==> src/rtl/mem_port_arbiter.sv <==
// Arbitrates the unified single-port memory between the instruction-fetch and
// load/store requesters, running each access over a fixed LATENCY-cycle window.
module mem_port_arbiter #(
   parameter int LATENCY = 4,
   parameter int ADDR_W  = 32,
   parameter int DATA_W  = 32
) (
   input  logic              clk,
   input  logic              reset,
   input  logic              if_req,
   input  logic [ADDR_W-1:0] if_addr,
   output logic [DATA_W-1:0] if_rdata,
   output logic              if_done,
   input  logic              d_req,
   input  logic              d_we,
   input  logic [ADDR_W-1:0] d_addr,
   input  logic [DATA_W-1:0] d_wdata,
   output logic [DATA_W-1:0] d_rdata,
   output logic              d_done,
   output logic [ADDR_W-1:0] mem_addr,
   output logic [DATA_W-1:0] mem_wdata,
   output logic              mem_read,
   output logic              mem_write,
   input  logic [DATA_W-1:0] mem_rdata,
   output logic              busy
);

   localparam int CNT_W = (LATENCY > 1) ? $clog2(LATENCY) : 1;
   localparam logic [CNT_W-1:0] CNT_INIT = CNT_W'(LATENCY - 1);

   typedef enum logic [1:0] {IDLE, ACCESS, DONE} state_t;
   typedef enum logic {GNT_IF, GNT_D} gnt_t;

   state_t            state, state_nxt;
   logic [CNT_W-1:0]  cnt;
   gnt_t              last_grant, id_lat, grant_sel;
   logic              grant_vld;
   logic [ADDR_W-1:0] addr_lat;
   logic [DATA_W-1:0] wdata_lat;
   logic              we_lat;

   // Tie goes to whichever requester was not served last.
   always_comb begin
      grant_vld = if_req | d_req;
      grant_sel = GNT_IF;
      if (if_req && d_req)
         grant_sel = (last_grant == GNT_D) ? GNT_IF : GNT_D;
      else if (d_req)
         grant_sel = GNT_D;
   end

   always_comb begin
      state_nxt = state;
      mem_addr  = '0;
      mem_wdata = '0;
      mem_read  = 1'b0;
      mem_write = 1'b0;
      if_done   = 1'b0;
      d_done    = 1'b0;
      busy      = 1'b0;
      case (state)
         IDLE: begin
            if (grant_vld)
               state_nxt = ACCESS;
         end
         ACCESS: begin
            busy      = 1'b1;
            mem_addr  = addr_lat;
            mem_wdata = wdata_lat;
            mem_read  = ~we_lat;
            mem_write = we_lat;
            if (cnt == '0)
               state_nxt = DONE;
         end
         DONE: begin
            busy      = 1'b1;
            if_done   = (id_lat == GNT_IF);
            d_done    = (id_lat == GNT_D);
            state_nxt = IDLE;
         end
         default: state_nxt = IDLE;
      endcase
   end

   always_ff @(posedge clk or posedge reset) begin
      if (reset) begin
         state      <= IDLE;
         cnt        <= '0;
         last_grant <= GNT_D;
         id_lat     <= GNT_IF;
         addr_lat   <= '0;
         wdata_lat  <= '0;
         we_lat     <= 1'b0;
         if_rdata   <= '0;
         d_rdata    <= '0;
      end else begin
         state <= state_nxt;
         case (state)
            IDLE: begin
               if (grant_vld) begin
                  id_lat     <= grant_sel;
                  last_grant <= grant_sel;
                  cnt        <= CNT_INIT;
                  if (grant_sel == GNT_D) begin
                     addr_lat  <= d_addr;
                     wdata_lat <= d_wdata;
                     we_lat    <= d_we;
                  end else begin
                     addr_lat  <= if_addr;
                     wdata_lat <= '0;
                     we_lat    <= 1'b0;
                  end
               end
            end
            ACCESS: begin
               if (cnt != '0) begin
                  cnt <= cnt - 1'b1;
               end else if (!we_lat) begin
                  if (id_lat == GNT_IF)
                     if_rdata <= mem_rdata;
                  else
                     d_rdata <= mem_rdata;
               end
            end
            default: ;
         endcase
      end
   end

endmodule
==> config.mk <==
export PLATFORM = sky130hd
export DESIGN_NAME = mem_port_arbiter
export DESIGN_NICKNAME = d
export VERILOG_FILES = /design/src/rtl/mem_port_arbiter.sv
export SDC_FILE = /design/constraint.sdc
export NUM_CORES = 1
export LEC_CHECK = 0
export BUFFER_PORTS_ARGS = -buffer_cell sky130_fd_sc_hd__buf_2
export CAP_MARGIN = 20
export CORE_AREA = 2 2 118 120
export CTS_CLUSTER_DIAMETER = 150
export DETAILED_ROUTE_END_ITERATION = 8
export DIE_AREA = 0 0 120 122
export GPL_TIMING_DRIVEN = 0
export PLACE_DENSITY = 0.88
export SYNTH_ARGS = -nofsm -noshare
export SYNTH_HDL_FRONTEND = slang
export SYNTH_SLANG_ARGS = --single-unit
==> constraint.sdc <==
create_clock -name clk -period 4.9 [get_ports clk]
set_input_delay 0.49 -clock clk [delete_from_list [all_inputs] [get_ports clk]]
set_output_delay 0.49 -clock clk [all_outputs]
set_load 0.01 [all_outputs]
# Yosys cells after proc, flatten, opt, wreduce, memory -nomap -nowiden
# Cells that the tools add are included.
[word_totals] out_inout_bits=133 register_bits=135 elab_cells=49
[op_classes] n_addsub=1 n_eq_ne=5 n_mux=19 n_reduce_logical=11 bitwise_logic=4
[op_table] op="2-to-1 mux 32 bit" n=4
[op_table] op="2-to-1 mux 1 bit" n=9
[op_table] op="2-to-1 mux 2 bit" n=4
[op_table] op="one-hot mux 2 bit (2 select lines)" n=2
[op_table] op="AND reduction 4 bit" n=2
[op_table] op="inequality test 2 bit (second input constant)" n=3
[op_table] op="logical NOT 2 bit" n=2
[op_table] op="AND reduction 2 bit" n=2
[op_table] op="nonzero test 2 bit" n=2
[op_table] op="NOT 1 bit" n=3
[op_table] op="AND reduction 3 bit" n=1
[op_table] op="equality test 2 x 1 -> 1 bit (second input constant)" n=1
[op_table] op="equality test 2 bit (second input constant)" n=1
[op_table] op="OR reduction 2 bit" n=1
[op_table] op="subtractor 2 x 1 -> 2 bit (second input constant)" n=1
[op_table] op="logical AND 1 bit" n=1
[op_table] op="bitwise OR 1 bit" n=1

# Depth between registers and ports, before layout
[logic_depth] ltp_word=3 mapped_depth=7 ltp_nobuf=5

# Least setup slack after synthesis
# OpenSTA, ideal clock, no wires.
[synth_timing] kind="register -> output" from="reg state[1]" to="out mem_addr[0]" arrival_ns=1.345 n_path_buf=2 path_stages_with_launch=6 t_required_ns=4.410 path_slack_ns=3.065 path_cell_list="dfrtp_1 inv_1 ha_1 clkbuf_1 clkbuf_1 and2_1"
[synth_between] elab_chain_cells=2
[synth_rtl] element="start, declared" line="34" text="state_t state, state_nxt;"
[synth_rtl] element="start signal, assigned" line="97" text="state <= state_nxt;"
[synth_rtl] element="equality test 2 x 1 -> 1 bit" line="61" text="case (state)"
[synth_rtl] element="2-to-1 mux 32 bit" line="61"
[synth_rtl] element="end, declared" line="20" text="output logic [ADDR_W-1:0] mem_addr,"
# No other way between the ends.

# Final worst setup path
[layout_timing] from="reg state[1]" to="out mem_wdata[27]"
[layout_between] elab_chain_cells=2
[layout_rtl] element="equality test 2 x 1 -> 1 bit" line="61"
[layout_rtl] element="2-to-1 mux 32 bit" line="61"
[layout_rtl] element="end, declared" line="21" text="output logic [DATA_W-1:0] mem_wdata,"
# No other way between the ends.

==> results.cfg <==
[logic_synthesis]
ys_seq_area_share_pct = 56.5
synth.net_count = 635
ys_ff_latch = 135
synthCells = 496
ys_types = 32
avgSynthCellArea_um2 = 12.1
yosysWarnings = 0
syn_area_mm2 = 0.00598

[timing]
fmax_mhz = 339
finalMaxSlewViolations = 0
fin_skew_ns = 0.00928
setup_viol = 0
slew_headroom_pct = 59.6
worst_slew_pin_slew_ns = 0.606
period_needed_ns = 2.95
rsz0062_at_grt = no
finalCritPeriodShare_pct = 60.3
fin_ws_ns = 1.95
hold_viol = 0

[floorplan]
rows = 43
fp.dieH_um = 122
core_mm2 = 0.0135
initial_core_util_pct = 44.3
die_area_mm2 = 0.0146
io_pins = 266
dieWidth_um = 120

[global_routing]
grt_pass1_vias = 4829
antenna_found_initial = 0
grt_pass1_wl_um = 25300
grt_start_max_net_pins = 75
overflow = 0
grt.total_usage_pct = 22.5

[layout]
n_fill_cell = 1102
final_util_pct = 60.4
syn_to_final_growth_pct = 36.4
nets = 920
drive_gt1_share_pct = 48.4
final_area_mm2 = 0.00815
multiInputGateArea_mm2 = 0.00235
n_antenna_cell = 0
stdcell_count = 974
ff_latch_area_mm2 = 0.00338

[critical_path]
end_kind = output pin
slowest_delay_ns = 0.42
arrival_ns = 2.46
required_ns = 4.41
crit_chain = inv_1, ha_1, clkbuf_1, clkbuf_1, and2_1, buf_2
cp-start-kind = flop
critPathMaxFanout = 10
crit_type = reg -> out
cp_slowest_cell = clkbuf_1
cp-startpoint = state[1]
reg2reg_from = state[1]
cpMostUsedCell = clkbuf_1

[clocking]
numCtsBuffers = 17
cts_setup_buffers = 0
cts_hold_repair.buffers = 0
h-tree-depth = 4
cts-root-buf = clkbuf_16
tritoncts = done
ctsResizeCount = 0
path_clk_slew_ns = 0.06
cts_sinks = 135
clk_latency_ns = 0.41
clockBufferDepth = 2

[run_status]
status = completed

[route]
via_count = 4836
vias_per_cell = 4.97
post_drt_wl_per_cell_um = 16.5
wl_um = 16100
first_pass_iters = 6
met3_length_um = 1230
drtIter0Drc = 276
wirelength_met1_um = 6600
drcViolationCount = 0
ant_nets = 0
wl_met2_um = 7950
routed.top_layer = met4

[power_and_ir_drop]
ir_drop_mv = 0.287
p_comb_share_pct = 39.0
switching_share_pct = 35.1
pwr-share-clk_pct = 24.6
leakagePower_nw = 4.27
power.density_mw_per_mm2 = 633
pwr-share-seq_pct = 36.4
p_sw_w = 0.00181
p_int_w = 0.00335

[worst_hold_path]
hold_class = in -> async

[place]
port_buffers = 265
detailed_place.area_mm2 = 0.00756
place_congestion = 0.792
dp_slack_ns = 2.27
place_inst = 942
dpl.hpwl_um = 11900

[run]
maxCapViolCount = 0
-- registers in the layout, indices dropped and copies added (netlist names) --
signal,cells
id_lat,1
d_rdata,32
last_grant,1
wdata_lat,32
state,2
we_lat,1
cnt,2
if_rdata,32
addr_lat,32
-- final timing paths --
kind / end / slack, ns / depth (start not counted)
max: mem_wdata[27] / 1.95 / 6
min in group clk: wdata_lat[30] / 0.29 / 2
min: wdata_lat[30] / 0.15 / 2
max in group asynchronous: addr_lat[8] / 3.97 / 3
min reg2reg: wdata_lat[23] / 0.50 / 1
max reg2reg: if_rdata[7] / 2.89 / 7
-- cells in the final DEF, fill, tap and decap left out, drive strengths merged --
cell,count
or3b,1
dfrtp,134
o21a,1
o21ai,1
ha,6
inv,9
a21oi,66
bufinv,2
a21o,2
nand2,33
or2,1
nand3,1
mux2,66
clkinv,5
nor2b,2
a311oi,1
a22o,33
clkbuf,37
nor2,35
clkinvlp,1
a21bo,1
and3b,1
a21boi,1
a31oi,1
and2,67
and4b,1
buf,283
and2b,1
dfstp,1
-- power by group through the flow --
stage	registers [W]	clock network (W)	logic, W
final	0.00188	0.00127	0.00201
after global routing	0.00194	0.00135	0.00223
after CTS	0.00188	0.00129	0.00205
after detailed placement	0.00189	0	0.00203
after global placement	0.00185	0	0.00198
after floorplan	0.00194	0	0.00115
-- routing by layer --
layer	vias to the layer above	GRT usage [%]
li1	2275	-
met1	2324	27.3
met2	213	37.8
met3	24	6.65
met4	0	9.04
met5	-	0
-- area by class of cell --
cell class,instances,share of cell area (%)
clock inverters,12,1.75
multi-input cells,322,28.9
inverters,5,0.292
well taps,180,2.76
flip-flops and latches,135,41.5
plain buffers,34,2.76
clock buffers,20,5.48
repair buffers,266,16.6
-- logic make-up (layout without fill, tap and decap cells) --
group / Yosys count / after routing / synth area share [%]
AOI/OAI and AO/OA: 107 / 107 / 11.4
DFF: 135 / 135 / 56.5
adders and majority gates: 6 / 6 / 1.26
buffers and inverters: 39 / 337 / 4.08
and+or+nand+nor: 143 / 143 / 12.4
muxes: 66 / 66 / 14.3
-- cell usage after synthesis --
cell type	count	area [um2]
a21o_1	2	15.0
a21boi_2	1	11.3
o21ai_1	1	5.00
a21bo_2	1	10.0
inv_1	5	18.8
or3b_2	1	8.76
buf_12	3	60.1
nand3_2	1	10.0
nor2_1	35	131
ha_1	6	75.1
dfstp_2	1	26.3
a31oi_1	1	6.26
nor2b_1	2	12.5
buf_1	1	3.75
a22o_1	33	289
and3b_1	1	8.76
mux2_2	34	383
buf_2	6	30.0
and2_1	67	419
o21a_1	1	7.51
mux2_1	2	22.5
dfrtp_1	134	3350
a311oi_1	1	8.76
buf_4	3	22.5
a21oi_1	66	330
buf_6	4	45.0
clkbuf_1	17	63.8
mux2_4	30	450
and2b_4	1	10.0
or2_2	1	6.26
nand2_1	33	124
and4b_1	1	10.0
-- critical path, delay by kind of cell, from the launching register on --
kind | cells | cell delay, ns
buffers and inverters | 4 | 1.10
adder cells (fa/ha/maj) | 1 | 0.35
flip-flops | 1 | 0.40
AND/OR/NAND/NOR | 1 | 0.20
-- metrics by stage --
stage / TNS [ns] / power, W / hold slack (ns)
floorplan: 0 / 0.00309 / 0.463
global placement: -85.47 / 0.00383 / 0.470
detailed placement: 0 / 0.00392 / 0.483
CTS: 0 / 0.00521 / 0.175
global route: 0 / 0.00552 / 0.195
finish: 0 / 0.00516 / 0.155
(Power assumes the default switching activity.)
